<file path="config.mk">
export PLATFORM = sky130hd
export DESIGN_NAME = prv_trap_sequencer
export DESIGN_NICKNAME = d
export VERILOG_FILES = /design/src/rtl/prv_trap_types_pkg.sv /design/src/rtl/prv_prio_enc.sv /design/src/rtl/prv_trap_sequencer.sv
export SDC_FILE = /design/constraint.sdc
export NUM_CORES = 1
export LEC_CHECK = 0
export ABC_AREA = 1
export CORE_ASPECT_RATIO = 0.6
export CORE_MARGIN = 2
export CORE_UTILIZATION = 39
export DETAILED_ROUTE_END_ITERATION = 10
export HOLD_SLACK_MARGIN = 0.15
export PLACE_DENSITY = 0.88
export SLEW_MARGIN = 30
export SYNTH_ARGS = -nofsm -noshare
export SYNTH_HDL_FRONTEND = slang
export SYNTH_SLANG_ARGS = --single-unit
</file>
<file path="constraint.sdc">
create_clock -name clk -period 5.1 [get_ports clk]
set_clock_uncertainty 0.15 [all_clocks]
set_input_delay 1.02 -clock clk [delete_from_list [all_inputs] [get_ports clk]]
set_output_delay 1.02 -clock clk [all_outputs]
set_load 0.02 [all_outputs]
</file>
<file path="src/rtl/prv_trap_types_pkg.sv">
// Shared types and constants for the trap/return sequencer.
package prv_trap_types_pkg;

    typedef enum logic [1:0] {
        IDLE     = 2'd0,
        DRAIN    = 2'd1,
        REDIRECT = 2'd2,
        SLEEP    = 2'd3
    } trap_state_t;

    typedef enum logic {
        TRAP = 1'b0,
        RET  = 1'b1
    } trap_kind_t;

    // xtvec[1:0] mode field; 2 and 3 fall back to direct
    localparam logic [1:0] XTVEC_DIRECT   = 2'd0;
    localparam logic [1:0] XTVEC_VECTORED = 2'd1;

    // Common cause codes (exception codes, interrupt codes share the numbering space)
    localparam int CAUSE_MISALIGNED_FETCH = 0;
    localparam int CAUSE_FETCH_FAULT      = 1;
    localparam int CAUSE_ILLEGAL          = 2;
    localparam int CAUSE_BREAKPOINT       = 3;
    localparam int CAUSE_ECALL_M          = 11;
    localparam int CAUSE_M_SOFT           = 3;
    localparam int CAUSE_M_TIMER          = 7;
    localparam int CAUSE_M_EXT            = 11;

endpackage

</file>
<file path="src/rtl/prv_prio_enc.sv">
// Fixed-priority encoder: valid flag plus index of the winning request.
// LSB_FIRST=1 picks the lowest set bit, LSB_FIRST=0 the highest.
module prv_prio_enc #(
    parameter int N         = 16,
    parameter bit LSB_FIRST = 1'b1,
    parameter int IW        = (N > 1) ? $clog2(N) : 1
) (
    input  logic [N-1:0]  req,
    output logic          valid,
    output logic [IW-1:0] idx
);

    // Scan so that the last hit in loop order is the highest-priority bit
    always_comb begin
        valid = |req;
        idx   = '0;
        if (LSB_FIRST) begin
            for (int i = N - 1; i >= 0; i--)
                if (req[i]) idx = IW'(i);
        end else begin
            for (int i = 0; i < N; i++)
                if (req[i]) idx = IW'(i);
        end
    end

endmodule

</file>
<file path="src/rtl/prv_trap_sequencer.sv">
// Trap/return sequencer: arbitrates exceptions, xRET, interrupts and WFI,
// drains the pipeline, then issues a one-cycle redirect and CSR strobes.
module prv_trap_sequencer
    import prv_trap_types_pkg::*;
#(
    parameter int NUM_EXC = 16,
    parameter int NUM_INT = 12,
    parameter int XLEN    = 32
) (
    input  logic               clk,
    input  logic               rst,
    input  logic [NUM_EXC-1:0] exc_vec,
    input  logic [XLEN-1:0]    exc_epc,
    input  logic [XLEN-1:0]    exc_badaddr,
    input  logic [NUM_INT-1:0] irq_enabled,
    input  logic [NUM_INT-1:0] irq_wake,
    input  logic [XLEN-1:0]    irq_epc,
    input  logic               ret,
    input  logic               wfi,
    input  logic [XLEN-1:0]    xtvec,
    input  logic [XLEN-1:0]    xepc_r,
    input  logic               pipe_clear,
    output logic               intr,
    output logic               insert_pc,
    output logic [XLEN-1:0]    priv_pc,
    output logic               csr_trap_we,
    output logic [XLEN-1:0]    cause,
    output logic [XLEN-1:0]    epc_out,
    output logic [XLEN-1:0]    tval_out,
    output logic               ret_done,
    output logic               wfi_stall
);

    localparam int EIW = (NUM_EXC > 1) ? $clog2(NUM_EXC) : 1;
    localparam int IIW = (NUM_INT > 1) ? $clog2(NUM_INT) : 1;

    trap_state_t     state_q, state_d;
    trap_kind_t      kind_q, kind_d;
    logic [XLEN-1:0] cause_d, epc_d, tval_d, priv_pc_d, trap_target;
    logic            exc_valid, irq_valid;
    logic [EIW-1:0]  exc_idx;
    logic [IIW-1:0]  irq_idx;

    prv_prio_enc #(.N(NUM_EXC), .LSB_FIRST(1'b1), .IW(EIW)) u_exc_enc (
        .req   (exc_vec),
        .valid (exc_valid),
        .idx   (exc_idx)
    );

    prv_prio_enc #(.N(NUM_INT), .LSB_FIRST(1'b0), .IW(IIW)) u_irq_enc (
        .req   (irq_enabled),
        .valid (irq_valid),
        .idx   (irq_idx)
    );

    // Trap target: aligned base, offset by code*4 only for vectored interrupts
    always_comb begin
        trap_target = {xtvec[XLEN-1:2], 2'b00};
        if (xtvec[1:0] == XTVEC_VECTORED && cause[XLEN-1])
            trap_target = trap_target + {cause[XLEN-3:0], 2'b00};
    end

    // Next state and next values of the latched trap record / redirect target
    always_comb begin
        state_d   = state_q;
        kind_d    = kind_q;
        cause_d   = cause;
        epc_d     = epc_out;
        tval_d    = tval_out;
        priv_pc_d = '0;
        case (state_q)
            IDLE: begin
                if (exc_valid) begin
                    cause_d = XLEN'(exc_idx);
                    epc_d   = exc_epc;
                    tval_d  = exc_badaddr;
                    kind_d  = TRAP;
                    state_d = DRAIN;
                end else if (ret) begin
                    kind_d  = RET;
                    state_d = DRAIN;
                end else if (irq_valid) begin
                    cause_d = {1'b1, (XLEN-1)'(irq_idx)};
                    epc_d   = irq_epc;
                    tval_d  = '0;
                    kind_d  = TRAP;
                    state_d = DRAIN;
                end else if (wfi && !(|irq_wake)) begin
                    state_d = SLEEP;
                end
            end
            DRAIN: begin
                if (pipe_clear) begin
                    state_d   = REDIRECT;
                    priv_pc_d = (kind_q == RET) ? xepc_r : trap_target;
                end
            end
            REDIRECT: state_d = IDLE;
            SLEEP:    if (|irq_wake) state_d = IDLE;
            default:  state_d = IDLE;
        endcase
    end

    // State, trap record and all strobes registered from the next state
    always_ff @(posedge clk or posedge rst) begin
        if (rst) begin
            state_q     <= IDLE;
            kind_q      <= TRAP;
            cause       <= '0;
            epc_out     <= '0;
            tval_out    <= '0;
            priv_pc     <= '0;
            intr        <= 1'b0;
            insert_pc   <= 1'b0;
            csr_trap_we <= 1'b0;
            ret_done    <= 1'b0;
            wfi_stall   <= 1'b0;
        end else begin
            state_q     <= state_d;
            kind_q      <= kind_d;
            cause       <= cause_d;
            epc_out     <= epc_d;
            tval_out    <= tval_d;
            priv_pc     <= priv_pc_d;
            intr        <= (state_d == DRAIN);
            insert_pc   <= (state_d == REDIRECT);
            csr_trap_we <= (state_d == REDIRECT) && (kind_d == TRAP);
            ret_done    <= (state_d == REDIRECT) && (kind_d == RET);
            wfi_stall   <= (state_d == SLEEP);
        end
    end

endmodule

</file>
# Word level (Yosys, flattened, before mapping)
# Cells that the tools add are included.
dict set report totals {
  reg_bits 136
  inputBits 205
  output_inout_bits 133
}
dict set report classes {
  n_addsub 1
  eq_ne 8
  n_mux 51
  bitwise_logic 1
  reduce_logical 11
}
# operator n
set op_table {}
lappend op_table {{32-bit 2-to-1 mux} 13}
lappend op_table {{4-bit 2-to-1 mux} 20}
lappend op_table {{32-bit adder} 1}
lappend op_table {{12-bit OR reduction} 2}
lappend op_table {{2-bit 2-to-1 mux} 8}
lappend op_table {{16-bit OR reduction} 1}
lappend op_table {{3-bit 2-to-1 mux} 4}
lappend op_table {{2-bit == test, second input constant} 4}
lappend op_table {{2-bit one-hot mux with 4 select lines} 1}
lappend op_table {{2-bit by 1-bit == test with 1-bit output, second input constant} 3}
lappend op_table {{1-bit 2-to-1 mux} 5}
lappend op_table {{1-bit logical AND} 4}
lappend op_table {{3-bit AND reduction} 1}
lappend op_table {{2-bit zero test} 1}
lappend op_table {{2-bit by 1-bit != test with 1-bit output, second input constant} 1}
lappend op_table {{2-bit nonzero test} 1}
lappend op_table {{1-bit zero test} 1}
lappend op_table {{1-bit NOT} 1}

# Depth between registers and ports, before layout
dict set report logic_depth {
  word_depth 17
  depth_mapped 17
  mapped_depth_nobuf 17
}

# Cells and area by module
# From an unflattened synthesis, not the netlist that was laid out.
dict set report unflattened {
  hier_cells 787
  area_unflattened_um2 6115.9
}
# module instances cells_per_inst area_per_inst_um2
set modules_own_cells {}
lappend modules_own_cells {prv_trap_sequencer 1 707 5778.0}
lappend modules_own_cells {{prv_prio_enc (u_exc_enc)} 1 49 209.0}
lappend modules_own_cells {{prv_prio_enc (u_irq_enc)} 1 31 128.9}

# Worst setup path after synthesis
# Ideal clock, no wire load.
dict set report synth_timing {
  path_type {input to register}
  from {input port xtvec[2]}
  to {register priv_pc[24]}
  setup_time_ns 0.077
  arrival_time_ns 2.657
  required_time_ns 4.873
  slack_ns 2.216
  path_stages 13
  n_path_buf 0
  cell_sequence {ha_1 > inv_1 > fa_1 > o21ai_2 > nand2_2 > nor2_4 > nand2_4 > nor2_8 > nand2_4 > inv_2 > nand2_2 > or2_0 > a21oi_1}
}
dict set report synth_between {
  elab_chain_len 5
}
# item line
set synth_rtl {}
lappend synth_rtl {{start: declaration} prv_trap_sequencer.sv:20} ;# input logic [XLEN-1:0] xtvec,
lappend synth_rtl {{32-bit adder} prv_trap_sequencer.sv:60} ;# trap_target = trap_target + {cause[XLEN-3:0], 2'b00};
lappend synth_rtl {{32-bit 2-to-1 mux} prv_trap_sequencer.sv:59} ;# if (xtvec[1:0] == XTVEC_VECTORED && cause[XLEN-1])
lappend synth_rtl {{32-bit 2-to-1 mux} prv_trap_sequencer.sv:95} ;# priv_pc_d = (kind_q == RET) ? xepc_r : trap_target;
lappend synth_rtl {{32-bit 2-to-1 mux} prv_trap_sequencer.sv:93} ;# if (pipe_clear) begin
lappend synth_rtl {{32-bit 2-to-1 mux} prv_trap_sequencer.sv:71} ;# case (state_q)
lappend synth_rtl {{named net priv_pc_d[24]} prv_trap_sequencer.sv:39} ;# logic [XLEN-1:0] cause_d, epc_d, tval_d, priv_pc_d, trap_target;
lappend synth_rtl {{end signal: assignment} prv_trap_sequencer.sv:124} ;# priv_pc <= priv_pc_d;
lappend synth_rtl {{end: declaration} prv_trap_sequencer.sv:25} ;# output logic [XLEN-1:0] priv_pc,
# The timed path passes the listed nets, and every way through them passes these cells.
# A chain may end at the register's enable or synchronous reset.

# Final worst setup path
dict set report layout_timing {
  from {input port irq_enabled[11]}
  to {register cause[0]}
}
dict set report layout_between {
  elab_chain_len 4
  elab_cells_between_ends 7
}
# item line
set layout_rtl {}
lappend layout_rtl {{start: declaration} prv_trap_sequencer.sv:15} ;# input logic [NUM_INT-1:0] irq_enabled,
lappend layout_rtl {{branches (longest 4 deep; another with 12-bit OR reduction)} n/a}
lappend layout_rtl {{end signal: assignment} prv_trap_sequencer.sv:121} ;# cause <= cause_d;
lappend layout_rtl {{end: declaration} prv_trap_sequencer.sv:27} ;# output logic [XLEN-1:0] cause,
# Parallel ways; which one is timed is not known. The select of a mux whose other input is x is not followed.

==> results.md <==
* GRT Util Overall at 24.8%
* Clock Sinks at around 110
* RSZ-0062 raised after global routing: false
* Endpoints failing setup at 0
* Clk pwr share at approximately 16%
* I/O Pins at 338
* Cts bufs inserted at 9
* Die extent in y at 99.9 µm
* Vias in the first global route at roughly 5,900
* Final TNS setup at 0 ns
* Post-synth cell types at 39
* Share of cells above drive strength 1 at under 10%
* Core ar. at ~15,000 µm²
* Cells after Synth at 779
* FF-to-FF path depth at 13
* Chip width at about 160 µm
* CP arrival at 3.58 ns
* Max Fclk at 289 MHz
* Starting DRT DRC Count at roughly 550
* #FFs+latches synth at around 110
* Slew Viols, Final at 0
* DR WL/cell at around 16 µm
* Area contributors post-synth: dfrtp_1 (46%), nand2_1 (13%), nor2_1 (5.0%)
* Hold WC Path Type: reg -> reg
* Sequential share of power at 32.9%
* Initial Util at 40.6%
* EDFF count, synth at 0
* Net Sw Frac at 41.9%
* Psw at around 0.0018 W
* Buffers on Ports at 310
* Row count at 34
* Min-Delay Path Depth at 2
* Worst setup EP type: flip-flop
* Top_reg_cell synth: dfrtp_1
* YS warnings at 0
* Outcome: finished, final reports clean
* Async S/R FF share, synth at 100%
* Post-synth top area share at 45.7%
* Die ar. at 16,400 µm²
* Max Root-Sink Buffers at 2
* Largest net degree at the start of global routing at 82
* Power consumption at 0.00433 W
* Critical path type: in -> reg
* Routed WL at approximately 21 mm
* Via count at between 6,000 and 7,000
* Placer Congestion at 0.928
* Static Leak at ~4.3 nW
* Most common library cells after synthesis: nand2_1 (214), dfrtp_1 (109), nor2_1 (80)
* Max-Cap Viols at 0
* Post-Place Cells at 1,256
* CTS tree: done
* HPWL Detailed at 16.4 mm
* Mapped cell area at 5970 µm²
* Internal power at 0.00252 W
* Peak VDD IR at 0.270 mV
* Diode count at 0
* Cell taking the most area after synthesis: dfrtp_1
* Count of hold-fix buffers inserted at cts at 0
* Pre-Repair DR Iteration Count at 5
* Non-Filler Instances at between 1,000 and 1,500
* Endpoints failing hold at 0
* CTS resizes at 0
* Combinational power share at approximately 50%
* Number of vias per cell at between 4 and 5
* Min Tclk post-route at 3.46 ns
* Area delta synth->final at 57.5%
* CP Max Fanout at 63
* Startpoint types: input pin
* Critical Path RT at 5.22 ns
* Final period util at around two thirds
* Initial antenna violation count at 0
* Most frequent cell after synthesis: nand2_1
* Clock slew at reported path FFs at 0.08 ns
* Root Buffer: clkbuf_16
* Setup bufs post-CTS at 0
* Slew HR at about two fifths
* PwrDens at 461 nW/µm²
* Worst-Margin Slew at 0.904 ns
* H-tree depth at 3
* Final nets at between 1,000 and 1,500
* Routed Antenna Nets at 0
* Grt total ovfl at 0
* First-pass GRT wire length at 31.5 mm
* Register area share after synthesis at 45.7%
* DRC at 0
* Clk_lat worst skew at 0.34 ns
* Avg Inst Size Synth at ~7.7 µm²
==> cells in the final DEF, fill, tap and decap left out, types with 5 or more instances in the layout <==
cell type / Yosys / routed
nand2_1: 214 / 213
a21oi_1: 36 / 36
clkdlybuf4s50_1: 0 / 310
clkbuf_16: 0 / 9
xor2_1: 5 / 5
nand4_1: 11 / 11
conb_1: 1 / 27
nor3_1: 10 / 10
o211ai_1: 15 / 15
o21ai_0: 32 / 32
dfrtp_1: 109 / 109
inv_1: 65 / 63
a31oi_1: 35 / 35
nand3_1: 54 / 54
nor2_1: 80 / 80
==> critical path: stages <==
cell and delay (ns):
clkdlybuf4s50_1 0.45, nor2_1 0.30, nand2_1 0.11, nor3_2 0.24, nand3b_1 0.20, nand2_4 0.34, inv_2 0.63, nor2_1 0.11
a21oi_1 0.16
==> stage by stage <==
step / cell area [µm²] / hold WS, ns / setup WS (ns) / util [%]
floorplan: 6070 / 0.420 / 1.06 / -
finish: 9400 / 0.333 / 1.64 / 63.9
detailed placement: 9110 / 0.315 / 1.28 / 61.9
global route: 9400 / 0.344 / 1.35 / 63.9
global placement: 9100 / 0.312 / 1.36 / 61.8
CTS: 9400 / 0.336 / 1.63 / 63.9
==> flip-flops by register name, summed over array words and instances, names as in the netlist <==
register,count
intr,1
priv_pc,32
csr_trap_we,1
kind_q,1
cause,5
insert_pc,1
epc_out,32
wfi_stall,1
tval_out,32
ret_done,1
state_q,2
==> metal layers <==
metal	part of all wire [%]	vias to the layer above	global-route usage (%)
met1	46	2881	34.7
li1	-	3072	-
met2	45	281	38.7
met5	0	-	0
met4	1.4	0	5.94
met3	8.3	24	6.28
==> final cells by class <==
class,count,area [µm²]
flip-flops and latches,109,2730
repair buffers,314,3130
clock buffers,9,225
clock inverters,7,72.6
fillers,1267,5320
multi-input cells,567,2740
inverters,68,260
well taps,198,248
==> logic make-up (layout without fill, tap and decap cells) <==
kind of cell    after synthesis  after routing  synth area share, %
flops                       109            109                 45.7
other cells                   1             27               0.0628
buf+inv                     129            398                 10.2
compound gates              128            128                 12.3
xor+xnor                      9              9                 1.32
fa+ha+maj                     5              5                 1.17
simple gates                398            398                 29.2
==> power groups by stage <==
stage / registers (W) / logic [W] / clock network (W)
after floorplan: 0.00180 / 0.000807 / 0
after global placement: 0.00142 / 0.00218 / 0
after detailed placement: 0.00144 / 0.00222 / 0
after CTS: 0.00142 / 0.00223 / 0.000710
after global routing: 0.00146 / 0.00241 / 0.000742
final: 0.00142 / 0.00222 / 0.000691
==> path summary, 6_finish.rpt <==
kind / endpoint / slack [ns] / from
worst max-delay path: cause[0]$_DFFE_PP0P_ / 1.64 / irq_enabled[11]
worst min-delay path: tval_out[16]$_DFFE_PP0P_ / 0.33 / tval_out[16]$_DFFE_PP0P_
worst max register to register: priv_pc[26]$_DFF_PP0_ / 2.41 / cause[0]$_DFFE_PP0P_
worst min register to register: tval_out[16]$_DFFE_PP0P_ / 0.33 / tval_out[16]$_DFFE_PP0P_
max in group asynchronous: epc_out[11]$_DFFE_PP0P_ / 2.89 / rst
min in group asynchronous: tval_out[22]$_DFFE_PP0P_ / 1.04 / rst
No activity file was read; power rests on OpenSTA's default activity.
